<file path="src/rtl/rv_hazard_pkg.sv">
// Shared constants and FSM state type for the RV32I pipeline hazard controller.
package rv_hazard_pkg;

    localparam logic [1:0] FWD_RF  = 2'b00;
    localparam logic [1:0] FWD_WB  = 2'b01;
    localparam logic [1:0] FWD_MEM = 2'b10;

    localparam logic [1:0] RESULT_SRC_LOAD = 2'b01;

    typedef enum logic [1:0] {
        IDLE,
        LU_STALL,
        MEM_WAIT
    } hz_state_t;

endpackage

</file>
<file path="src/rtl/hazard_unit_if.sv">
// Pipeline <-> hazard controller bundle: stage register addresses and controls in,
// stall/flush enables and E-stage forwarding selects out.
interface hazard_unit_if #(
    parameter int REG_AW = 5
);
    logic [REG_AW-1:0] rs1_d, rs2_d;
    logic [REG_AW-1:0] rs1_e, rs2_e, rd_e;
    logic [REG_AW-1:0] rd_m, rd_w;
    logic              reg_write_e, reg_write_m, reg_write_w;
    logic [1:0]        result_src_e;
    logic              pc_src_e;
    logic              dmem_req_m, dmem_ready_m;
    logic              stall_f, stall_d, stall_e, stall_m;
    logic              flush_d, flush_e, flush_w;
    logic [1:0]        forward_a_e, forward_b_e;

    modport master (
        output rs1_d, rs2_d, rs1_e, rs2_e, rd_e, rd_m, rd_w,
        output reg_write_e, reg_write_m, reg_write_w, result_src_e,
        output pc_src_e, dmem_req_m, dmem_ready_m,
        input  stall_f, stall_d, stall_e, stall_m,
        input  flush_d, flush_e, flush_w, forward_a_e, forward_b_e
    );

    modport slave (
        input  rs1_d, rs2_d, rs1_e, rs2_e, rd_e, rd_m, rd_w,
        input  reg_write_e, reg_write_m, reg_write_w, result_src_e,
        input  pc_src_e, dmem_req_m, dmem_ready_m,
        output stall_f, stall_d, stall_e, stall_m,
        output flush_d, flush_e, flush_w, forward_a_e, forward_b_e
    );
endinterface

</file>
<file path="src/rtl/hazard_fwd_sel.sv">
// Single-operand producer comparator: picks the nearer writing stage whose nonzero
// destination matches the source register (x0 never matches).
module hazard_fwd_sel
    import rv_hazard_pkg::*;
#(
    parameter int REG_AW = 5
) (
    input  logic [REG_AW-1:0] i_rs,
    input  logic [REG_AW-1:0] i_rd_near,
    input  logic              i_we_near,
    input  logic [REG_AW-1:0] i_rd_far,
    input  logic              i_we_far,
    output logic [1:0]        o_fwd
);
    logic w_hit_near, w_hit_far;

    assign w_hit_near = i_we_near && (i_rd_near != '0) && (i_rd_near == i_rs);
    assign w_hit_far  = i_we_far  && (i_rd_far  != '0) && (i_rd_far  == i_rs);

    always_comb begin
        o_fwd = FWD_RF;
        if (w_hit_near) begin
            o_fwd = FWD_MEM;
        end else if (w_hit_far) begin
            o_fwd = FWD_WB;
        end
    end
endmodule

</file>
<file path="src/rtl/hazard_unit.sv">
// Hazard controller: load-use stall sequencing, data-memory wait and branch flush.
// Macro HAZARD_FWD_EN enables E-stage forwarding; otherwise D-stage RAW hazards stall.
module hazard_unit
    import rv_hazard_pkg::*;
#(
    parameter int REG_AW   = 5,
    parameter int LOAD_LAT = 1
) (
    input logic         clk,
    input logic         rst,
    hazard_unit_if.slave bus
);
    localparam int LU_W = $clog2(LOAD_LAT + 1);

    hz_state_t         r_state, w_state_next, w_eff_state;
    logic [LU_W-1:0]   r_lu_cnt, w_lu_cnt_next;
    logic              w_mw, w_lu_hit, w_raw_hit;
    logic              w_stall_f, w_stall_d, w_stall_e, w_stall_m;
    logic              w_flush_d, w_flush_e, w_flush_w;
    logic [1:0]        w_fwd_a, w_fwd_b;
    logic              w_unused_cfg;

    // The comparator pair serves as forwarding select or, without forwarding, as the
    // D-stage RAW detector against the E (near) and M (far) destinations.
    logic [REG_AW-1:0] w_cmp_rs [2];
    logic [REG_AW-1:0] w_cmp_rd_near, w_cmp_rd_far;
    logic              w_cmp_we_near, w_cmp_we_far;
    logic [1:0]        w_cmp [2];

    for (genvar gi = 0; gi < 2; gi++) begin : g_cmp
        hazard_fwd_sel #(.REG_AW(REG_AW)) u_sel (
            .i_rs      (w_cmp_rs[gi]),
            .i_rd_near (w_cmp_rd_near),
            .i_we_near (w_cmp_we_near),
            .i_rd_far  (w_cmp_rd_far),
            .i_we_far  (w_cmp_we_far),
            .o_fwd     (w_cmp[gi])
        );
    end

`ifdef HAZARD_FWD_EN
    assign w_cmp_rs[0]   = bus.rs1_e;
    assign w_cmp_rs[1]   = bus.rs2_e;
    assign w_cmp_rd_near = bus.rd_m;
    assign w_cmp_we_near = bus.reg_write_m;
    assign w_cmp_rd_far  = bus.rd_w;
    assign w_cmp_we_far  = bus.reg_write_w;
    assign w_fwd_a       = w_cmp[0];
    assign w_fwd_b       = w_cmp[1];
    assign w_raw_hit     = 1'b0;
    assign w_unused_cfg  = bus.reg_write_e;
`else
    assign w_cmp_rs[0]   = bus.rs1_d;
    assign w_cmp_rs[1]   = bus.rs2_d;
    assign w_cmp_rd_near = bus.rd_e;
    assign w_cmp_we_near = bus.reg_write_e;
    assign w_cmp_rd_far  = bus.rd_m;
    assign w_cmp_we_far  = bus.reg_write_m;
    assign w_fwd_a       = FWD_RF;
    assign w_fwd_b       = FWD_RF;
    assign w_raw_hit     = |{w_cmp[0], w_cmp[1]};
    assign w_unused_cfg  = &{1'b0, bus.rs1_e, bus.rs2_e, bus.rd_w, bus.reg_write_w};
`endif

    assign w_mw     = bus.dmem_req_m & ~bus.dmem_ready_m;
    assign w_lu_hit = (bus.result_src_e == RESULT_SRC_LOAD) && (bus.rd_e != '0) &&
                      ((bus.rd_e == bus.rs1_d) || (bus.rd_e == bus.rs2_d));

    // A MEM_WAIT cycle whose ready has arrived already behaves as the state it resumes,
    // so the frozen load-use count and any held redirect take effect without a gap.
    always_comb begin
        w_eff_state = r_state;
        if (r_state == MEM_WAIT && !w_mw) begin
            w_eff_state = (r_lu_cnt != '0) ? LU_STALL : IDLE;
        end
    end

    always_comb begin
        w_state_next  = w_eff_state;
        w_lu_cnt_next = r_lu_cnt;
        w_stall_f     = 1'b0;
        w_stall_d     = 1'b0;
        w_stall_e     = 1'b0;
        w_stall_m     = 1'b0;
        w_flush_d     = 1'b0;
        w_flush_e     = 1'b0;
        w_flush_w     = 1'b0;
        if (w_mw) begin
            {w_stall_f, w_stall_d, w_stall_e, w_stall_m, w_flush_w} = '1;
            w_state_next = MEM_WAIT;
        end else begin
            case (w_eff_state)
                LU_STALL: begin
                    {w_stall_f, w_stall_d, w_flush_e} = '1;
                    w_lu_cnt_next = r_lu_cnt - LU_W'(1);
                    if (r_lu_cnt == LU_W'(1)) begin
                        w_state_next = IDLE;
                    end
                end
                default: begin
                    if (w_lu_hit) begin
                        {w_stall_f, w_stall_d, w_flush_e} = '1;
                        if (LOAD_LAT > 1) begin
                            w_lu_cnt_next = LU_W'(LOAD_LAT - 1);
                            w_state_next  = LU_STALL;
                        end
                    end
                    if (bus.pc_src_e) begin
                        w_flush_d = 1'b1;
                        w_flush_e = 1'b1;
                    end
                end
            endcase
            if (w_raw_hit) begin
                {w_stall_f, w_stall_d, w_flush_e} = '1;
            end
        end
    end

    always_ff @(posedge clk or posedge rst) begin
        if (rst) begin
            r_state  <= IDLE;
            r_lu_cnt <= '0;
        end else begin
            r_state  <= w_state_next;
            r_lu_cnt <= w_lu_cnt_next;
        end
    end

    assign bus.stall_f     = w_stall_f & ~rst;
    assign bus.stall_d     = w_stall_d & ~rst;
    assign bus.stall_e     = w_stall_e & ~rst;
    assign bus.stall_m     = w_stall_m & ~rst;
    assign bus.flush_d     = w_flush_d & ~rst;
    assign bus.flush_e     = w_flush_e & ~rst;
    assign bus.flush_w     = w_flush_w & ~rst;
    assign bus.forward_a_e = w_fwd_a & {2{~rst}};
    assign bus.forward_b_e = w_fwd_b & {2{~rst}};
endmodule

</file>
<file path="src/flat_wrapper.sv">
// flat-port wrapper written by rule: the top's interface ports become plain ports
module hazard_unit_flat import rv_hazard_pkg::*;
#(
    parameter int REG_AW   = 5,
    parameter int LOAD_LAT = 1
)
  (clk, rst, bus_rs1_d, bus_rs2_d, bus_rs1_e, bus_rs2_e, bus_rd_e, bus_rd_m, bus_rd_w, bus_reg_write_e, bus_reg_write_m, bus_reg_write_w, bus_result_src_e, bus_pc_src_e, bus_dmem_req_m, bus_dmem_ready_m, bus_stall_f, bus_stall_d, bus_stall_e, bus_stall_m, bus_flush_d, bus_flush_e, bus_flush_w, bus_forward_a_e, bus_forward_b_e);
  hazard_unit_if #(.REG_AW(REG_AW)) bus_i ();
  input logic clk;
  input logic rst;
  input wire logic [$bits(bus_i.rs1_d)-1:0] bus_rs1_d;
  input wire logic [$bits(bus_i.rs2_d)-1:0] bus_rs2_d;
  input wire logic [$bits(bus_i.rs1_e)-1:0] bus_rs1_e;
  input wire logic [$bits(bus_i.rs2_e)-1:0] bus_rs2_e;
  input wire logic [$bits(bus_i.rd_e)-1:0] bus_rd_e;
  input wire logic [$bits(bus_i.rd_m)-1:0] bus_rd_m;
  input wire logic [$bits(bus_i.rd_w)-1:0] bus_rd_w;
  input wire logic [$bits(bus_i.reg_write_e)-1:0] bus_reg_write_e;
  input wire logic [$bits(bus_i.reg_write_m)-1:0] bus_reg_write_m;
  input wire logic [$bits(bus_i.reg_write_w)-1:0] bus_reg_write_w;
  input wire logic [$bits(bus_i.result_src_e)-1:0] bus_result_src_e;
  input wire logic [$bits(bus_i.pc_src_e)-1:0] bus_pc_src_e;
  input wire logic [$bits(bus_i.dmem_req_m)-1:0] bus_dmem_req_m;
  input wire logic [$bits(bus_i.dmem_ready_m)-1:0] bus_dmem_ready_m;
  output wire logic [$bits(bus_i.stall_f)-1:0] bus_stall_f;
  output wire logic [$bits(bus_i.stall_d)-1:0] bus_stall_d;
  output wire logic [$bits(bus_i.stall_e)-1:0] bus_stall_e;
  output wire logic [$bits(bus_i.stall_m)-1:0] bus_stall_m;
  output wire logic [$bits(bus_i.flush_d)-1:0] bus_flush_d;
  output wire logic [$bits(bus_i.flush_e)-1:0] bus_flush_e;
  output wire logic [$bits(bus_i.flush_w)-1:0] bus_flush_w;
  output wire logic [$bits(bus_i.forward_a_e)-1:0] bus_forward_a_e;
  output wire logic [$bits(bus_i.forward_b_e)-1:0] bus_forward_b_e;
  assign bus_i.rs1_d = bus_rs1_d;
  assign bus_i.rs2_d = bus_rs2_d;
  assign bus_i.rs1_e = bus_rs1_e;
  assign bus_i.rs2_e = bus_rs2_e;
  assign bus_i.rd_e = bus_rd_e;
  assign bus_i.rd_m = bus_rd_m;
  assign bus_i.rd_w = bus_rd_w;
  assign bus_i.reg_write_e = bus_reg_write_e;
  assign bus_i.reg_write_m = bus_reg_write_m;
  assign bus_i.reg_write_w = bus_reg_write_w;
  assign bus_i.result_src_e = bus_result_src_e;
  assign bus_i.pc_src_e = bus_pc_src_e;
  assign bus_i.dmem_req_m = bus_dmem_req_m;
  assign bus_i.dmem_ready_m = bus_dmem_ready_m;
  assign bus_stall_f = bus_i.stall_f;
  assign bus_stall_d = bus_i.stall_d;
  assign bus_stall_e = bus_i.stall_e;
  assign bus_stall_m = bus_i.stall_m;
  assign bus_flush_d = bus_i.flush_d;
  assign bus_flush_e = bus_i.flush_e;
  assign bus_flush_w = bus_i.flush_w;
  assign bus_forward_a_e = bus_i.forward_a_e;
  assign bus_forward_b_e = bus_i.forward_b_e;
  hazard_unit #(.REG_AW(REG_AW), .LOAD_LAT(LOAD_LAT)) u_core (.clk(clk), .rst(rst), .bus(bus_i));
endmodule
</file>
<file path="config.mk">
export PLATFORM = sky130hd
export DESIGN_NAME = hazard_unit_flat
export DESIGN_NICKNAME = d
export VERILOG_FILES = /design/src/rtl/rv_hazard_pkg.sv /design/src/rtl/hazard_unit_if.sv /design/src/rtl/hazard_fwd_sel.sv /design/src/rtl/hazard_unit.sv /design/src/flat_wrapper.sv
export SDC_FILE = /design/constraint.sdc
export NUM_CORES = 1
export LEC_CHECK = 0
export ABC_AREA = 1
export BUFFER_PORTS_ARGS = -buffer_cell sky130_fd_sc_hd__buf_2
export CAP_MARGIN = 15
export CELL_PAD_IN_SITES_DETAIL_PLACEMENT = 1
export CELL_PAD_IN_SITES_GLOBAL_PLACEMENT = 1
export CORE_ASPECT_RATIO = 1.25
export CORE_MARGIN = 3
export CORE_UTILIZATION = 27
export DETAILED_ROUTE_END_ITERATION = 10
export PLACE_DENSITY = 0.84
export SYNTH_ARGS = -nofsm -noshare
export SYNTH_HDL_FRONTEND = slang
export SYNTH_HIERARCHICAL = 1
export SYNTH_SLANG_ARGS = --single-unit
</file>
<file path="constraint.sdc">
create_clock -name clk -period 4.2 [get_ports clk]
set_clock_uncertainty 0.15 [all_clocks]
set_input_delay 0.42 -clock clk [delete_from_list [all_inputs] [get_ports clk]]
set_output_delay 0.42 -clock clk [all_outputs]
set_load 0.01 [all_outputs]
</file>
==> results of run 1 <==
## layout make-up
cell class	count	area, µm²
Tap cell	36	45.0
Sequential cell	3	75.1
Clock buffer	4	26.3
Inverter	44	165
Timing Repair Buffer	36	185
Fill cell	483	1970
Multi-Input combinational cell	138	613
## routing by layer
layer / up-vias / track usage, %
met3: 2 / 1.09
li1: 614 / -
met4: 0 / 3.09
met5: - / 0
met2: 14 / 27.1
met1: 518 / 16.9
## worst max-delay path by stage
stage	from	endpoint	slack (ps)	cells after the start
after floorplan	bus_rs1_d[2]	bus_stall_f	2160	14
after global placement	bus_rd_e[3]	bus_stall_d	1890	15
after detailed placement	bus_rd_e[3]	bus_stall_d	1880	15
after CTS	bus_rd_e[3]	bus_stall_d	1870	15
after global routing	bus_rd_e[3]	bus_stall_f	1570	15
final	bus_rd_e[3]	bus_stall_d	1900	15
## power groups by stage
| stage | Sequential (mW) | Combinational, mW | Clock (mW) |
|---|---|---|---|
| global placement | 0.0396 | 0.0970 | 0 |
| floorplan | 0.0389 | 0.0644 | 0 |
| finish | 0.0400 | 0.0989 | 0.0496 |
| global route | 0.0407 | 0.116 | 0.0551 |
| CTS | 0.0399 | 0.101 | 0.0512 |
| detailed placement | 0.0402 | 0.0994 | 0 |
## logic make-up (layout without fill, tap and decap cells)
group                     after synthesis  after routing  synth area share [%]
and+or+nand+nor                       115            115                  52.3
DFF                                     3              3                  8.25
xor gates and xnor gates                5              5                  4.82
AOI/OAI and AO/OA                      14             14                  8.67
buffers and inverters                  53             84                  25.6
other                                   1              4                 0.412
## flip-flops by register name, indices dropped and copies added, names as in the netlist
register,count
u_core/r_state,2
u_core/r_lu_cnt,1
## metrics by stage
stage / setup WS (ps) / hold WS [ps] / util, % / cell area, µm² / power [mW]
finish: 1900 / 356 / 36.0 / 1110 / 0.188
detailed placement: 1880 / 201 / 34.8 / 1070 / 0.140
CTS: 1870 / 354 / 36.0 / 1110 / 0.192
global route: 1570 / 380 / 36.0 / 1110 / 0.211
floorplan: 2160 / 32.0 / - / 921 / 0.103
global placement: 1890 / 194 / 34.8 / 1070 / 0.137
## worst max-delay path, cell delays in order
cell and delay, ps:
sky130_fd_sc_hd__buf_2 180, sky130_fd_sc_hd__inv_1 80, sky130_fd_sc_hd__nand2_1 60, sky130_fd_sc_hd__nand2_1 50
sky130_fd_sc_hd__nor2_1 120, sky130_fd_sc_hd__nand3_1 100, sky130_fd_sc_hd__nor2_2 110, sky130_fd_sc_hd__nor2_1 50
sky130_fd_sc_hd__nor2_1 90, sky130_fd_sc_hd__nand2_1 60, sky130_fd_sc_hd__nor2_1 100, sky130_fd_sc_hd__nand2_1 70
sky130_fd_sc_hd__nand2_1 60, sky130_fd_sc_hd__nand2_1 50, sky130_fd_sc_hd__buf_2 140
## placed cells by master, fill, tap and decap left out, types with 4 or more instances in the layout
cell	netlist	layout
sky130_fd_sc_hd__buf_2	0	35
sky130_fd_sc_hd__conb_1	1	4
sky130_fd_sc_hd__nor2_1	23	23
sky130_fd_sc_hd__o21ai_0	7	7
sky130_fd_sc_hd__inv_2	8	8
sky130_fd_sc_hd__inv_1	35	35
sky130_fd_sc_hd__nand2_1	70	70
sky130_fd_sc_hd__nand3_1	12	12
sky130_fd_sc_hd__nor2_2	5	5
==> metrics, run 1 <==
shortest period the worst path allows 2300 ps; clock slew seen by the registers of the worst setup and hold paths 30 ps; Tightest Hold Check Type reg -> reg; power share of the clock group 26.3%; fraction of registers with async set or reset after synthesis 100%; Rows 22; P_leak 0.747 nW; Synth top area share 28.9%; Clock Root Buffer sky130_fd_sc_hd__clkbuf_4; TritonCTS clock tree yes; origin of the worst min-delay path u_core/r_lu_cnt$_DFFE_PP0P_; pin count of the biggest net entering global routing 11; growth of design area from synthesis to finish 22.0%; leading post-synthesis cells by cell area sky130_fd_sc_hd__nand2_1 (29%), sky130_fd_sc_hd__inv_1 (14%), sky130_fd_sc_hd__nor2_1 (9.5%); Hold Path Sink u_core/r_lu_cnt$_DFFE_PP0P_; HPWL reported at the end of detailed placement 2290 µm; number of clock sinks 3; logic gate share of total power 52.5%; worst hold path depth 1; total via count after detailed routing 1148; topmost layer with routed signal wires met4; layout cells sized above 1 24.4%; number of cells upsized or downsized after cts 0; endpoints failing hold 0; Post-CTS Hold Fix Bufs 1; source-to-sink clock delay at the later pin of the worst-skew pair 230 ps; final setup violation count 0; max cap viols 0; number of warnings printed during yosys synthesis 6; top cells by count, synth sky130_fd_sc_hd__nand2_1 (70), sky130_fd_sc_hd__inv_1 (35), sky130_fd_sc_hd__nor2_1 (23), sky130_fd_sc_hd__nand3_1 (12), sky130_fd_sc_hd__buf_4 (9); wire per inst 10.1 µm; Antenna diodes 0; via density per instance between 4 and 5; required time worst endpoint 3630 ps; worst vdd rail ir drop 0.122 mV; Iteration-0 DRC Markers 17; number of top-level design ports 56; total core area a little over 3000 µm²; total internal power 0.110 mW; postcts setup bufs 0; worst-case clock buffer depth 2; Worst R2R End u_core/r_lu_cnt$_DFFE_PP0P_; global-route wire length before repair 4800 µm; met2 routed WL roughly 1400 µm; unrepaired setup endpoints after global routing false; Die Y 70.9 µm; Pre-antenna DRT Iters 4; RD Place Congestion 0.780; Setup TNS 0 ps; achievable frequency 435 MHz; GRT overflow 0; die span in x around 58 µm; metal1 wirelength 1170 µm; initial antenna violation count 0; source of the worst register-to-register timing path u_core/r_state[0]$_DFF_PP0_; post-synthesis instance area 910 µm²; P_sw 0.0789 mW; average cell area after synthesis 4.76 µm²; number of buffers created by CTS 3; initial core utilization 29.5%; reg-to-reg slack, setup roughly 3000 ps; result of the run finished clean; All-Layer GR Usage ~14%; EDFF count, synth 0; vias in the first global route 1173; commonest register cell after synthesis sky130_fd_sc_hd__dfrtp_1; Power per Cell Area 170 nW/µm²; critical path class in -> out; Post-Place Cells 256; net switching fraction of the power 41.9%; net count reported at finish 271; endpoint type of the worst setup path output port; Critical Path Fanout Max 8; distinct cell type count after synthesis 20; leading cell type by number of instances after synthesis sky130_fd_sc_hd__nand2_1; sequential cell area fraction in the yosys report 8.25%; ANT nets after route 0; part of the cycle the worst path needs 54.8%; post-synthesis instance total approximately 190; Data arrival, critical path around 1700 ps; met3 layer wire length in the routed design 64 µm; logic depth of the worst register-to-register path 5; number of standard cells in the layout, taps in and fillers out ~260; flip-flop and latch count after synthesis 3; maximum level of the CTS H-tree 1; Worst setup SP type primary input; dominant cell type by area after synthesis sky130_fd_sc_hd__nand2_1; relative contribution of sequential cells to total power 21.2%; Max Slew Vio Count 0; count of buffers from port buffering 35; DIE AREA around 4000 µm²; DRT Wirelength 2640 µm; total DRC errors in the routed layout 0
No activity file was read; power rests on OpenSTA's default activity.
==> run 2, diff against run 1 <==
Settings changed: CORE_UTILIZATION 27 to 25, PLACE_DENSITY 0.84 to 0.79.
Clock period 4.2 ns to 2.3 ns, I/O delays scaled along.
==> run 2 against run 1 <==
Net effect: count of clock-buffer cells in the layout did not move; critical path depth did not move; register-to-register slack got worse by 1900 ps; power rose by 110%; die area rose by 7.2%; sequential share of layout area fell by 0.12 points; worst hold slack got worse by 170 ps; final area rose by 1.8%; clock power rose to 3.0 times the previous value; combinational power rose by 83%; via count fell by 3.1%; critical endpoint unchanged; largest cell class unchanged.
==> metrics, run 2 (synthesis gave the netlist of run 1 again) <==
registers with the most flip-flops u_core/r_state x2, u_core/r_lu_cnt x1; area used by sequential logic in the layout 75.1 µm²; area of combinational cells with multiple inputs 613 µm²; gate family responsible for the most delay along the worst path simple AND/OR/NAND/NOR gates; layout cells sized above 1 24.4%; Data arrival, critical path 1540 ps; initial core utilization 27.2%; TritonCTS clock tree yes; Max Slew Vio Count 0; most common library cell in the layout ignoring fill and taps sky130_fd_sc_hd__nand2_1; endpoints failing hold 0; Die Y 73.4 µm; DRT Wirelength 2610 µm; growth of design area from synthesis to finish 24.2%; number of top-level design ports 56; source-to-sink clock delay at the later pin of the worst-skew pair ~210 ps; worst vdd rail ir drop 0.283 mV; initial antenna violation count 0; unrepaired setup endpoints after global routing false; net count reported at finish roughly 270; Worst setup SP type primary input; HPWL reported at the end of detailed placement between 2000 and 2500 µm; All-Layer GR Usage 13.0%; peak per-stage delay on the critical path ~170 ps; Reg with most FFs u_core/r_state; count of buffer and inverter cells on the critical path 3; worst path cell trace buf_2, inv_1, nand2_1, nand2_1, nor2_1, nand3_1, nor2_2, nor2_1, nor2_1, nand2_1, nor2_1, nand2_1, nand2_1, nand2_1, buf_2; met3 layer wire length in the routed design 77 µm; achievable frequency 522 MHz; maximum level of the CTS H-tree 1; worst hold path depth 3; die span in x 60.0 µm; Critical Path Fanout Max 8; global-route wire length before repair around 4600 µm; total core area 3340 µm²; library cell contributing the largest single delay on the critical path sky130_fd_sc_hd__buf_2; number of buffers created by CTS 3; ANT nets after route 0; critical path class in -> out; Setup TNS 0 ps; Overall Power ~0.4 mW; GRT overflow 0; Pre-antenna DRT Iters 4; WP depth 15; result of the run finished clean; Iteration-0 DRC Markers 33; logic depth of the worst register-to-register path 5; DIE AREA approximately 4400 µm²; max cap viols 0; most frequent cells in the layout sky130_fd_sc_hd__nand2_1 (70), sky130_fd_sc_hd__buf_2 (35), sky130_fd_sc_hd__inv_1 (35), sky130_fd_sc_hd__nor2_1 (23), sky130_fd_sc_hd__nand3_1 (12); part of the cycle the worst path needs a little over four fifths; topmost layer with routed signal wires met3; RD Place Congestion 0.730; wire per inst roughly 10 µm; Power per Cell Area around 360 nW/µm²; number of clock sinks 3; clock slew seen by the registers of the worst setup and hold paths ~30 ps; pin count of the biggest net entering global routing 11; number of flip-flops under the largest register name 2; Rows 23; required time worst endpoint 1920 ps; count of buffers from port buffering 35; Clock Root Buffer sky130_fd_sc_hd__clkbuf_8; Fill cells 509; P_leak 0.755 nW; number of cells upsized or downsized after cts 0; endpoint type of the worst setup path output port; final setup violation count 0; Worst path most repeated cell sky130_fd_sc_hd__nand2_1; met2 routed WL 1370 µm; via density per instance 4.24; shortest period the worst path allows 1920 ps; metal1 wirelength 1170 µm; worst-case clock buffer depth 2; Tightest Hold Check Type in -> reg; Antenna diodes 0; vias in the first global route 1155; total via count after detailed routing about 1100; total DRC errors in the routed layout 0
-- run 2: changes by cell type in the layout (fill, tap and decap cells not counted) --
cell	change
sky130_fd_sc_hd__clkbuf_8	+3
sky130_fd_sc_hd__clkbuf_4	-3
-- run 2: worst reg2reg max path: cells and delay by family (launching register included) --
kind | cells | cell delay, ps
flip-flops | 1 | 370
AND/OR/NAND/NOR | 2 | 240
XOR/XNOR | 1 | 130
buffers and inverters | 1 | 90
AO/OA/AOI/OAI | 1 | 80
-- run 2: final timing paths --
kind                                              from                           to  slack [ps]
min                                     bus_dmem_req_m  u_core/r_state[1]$_DFF_PP0_         180
max in group asynchronous                          rst  u_core/r_lu_cnt$_DFFE_PP0P_        1510
min reg2reg                u_core/r_lu_cnt$_DFFE_PP0P_  u_core/r_lu_cnt$_DFFE_PP0P_         370
max reg2reg                u_core/r_state[0]$_DFF_PP0_  u_core/r_lu_cnt$_DFFE_PP0P_        1110
min in group asynchronous                          rst  u_core/r_state[0]$_DFF_PP0_         340
max                                        bus_rd_e[3]                  bus_stall_d         380
-- run 2: timing repair --
| action | in CTS | in global routing |
|---|---|---|
| setup buffers | 0 | 0 |
| endpoints found under the hold margin | 3 | 0 |
| hold buffers | 1 | 0 |
-- run 2: stage by stage --
step	setup slack [ps]	area, µm²	hold WS [ps]	std cells	utilization [%]
after floorplan	637	921	-158	194	-
after global routing	116	1130	222	262	33.8
after global placement	360	1070	6.18	257	32.2
after CTS	341	1130	185	262	33.8
after detailed placement	350	1070	11.5	257	32.2
final	384	1130	185	262	33.8
-- run 2: area by class of cell --
type / count / area share (%)
tap: 37 / 4.10
sequential: 3 / 6.64
inverter: 44 / 14.6
multi-input combinational: 138 / 54.3
clock buffer: 4 / 3.99
timing repair buffer: 36 / 16.4
-- run 2: layer usage --
layer	track usage, %	vias to the layer above
li1	-	612
met1	15.5	486
met2	24.2	14
met3	0.879	0
met4	3.45	0
met5	0	-
-- run 2: where the power goes --
part           internal, mW  switching, mW  total (mW)  leakage (nW)
sequential           0.0634        0.00985      0.0732        0.0386
combinational        0.0719          0.109       0.181         0.693
clock                 0.118         0.0297       0.147        0.0228
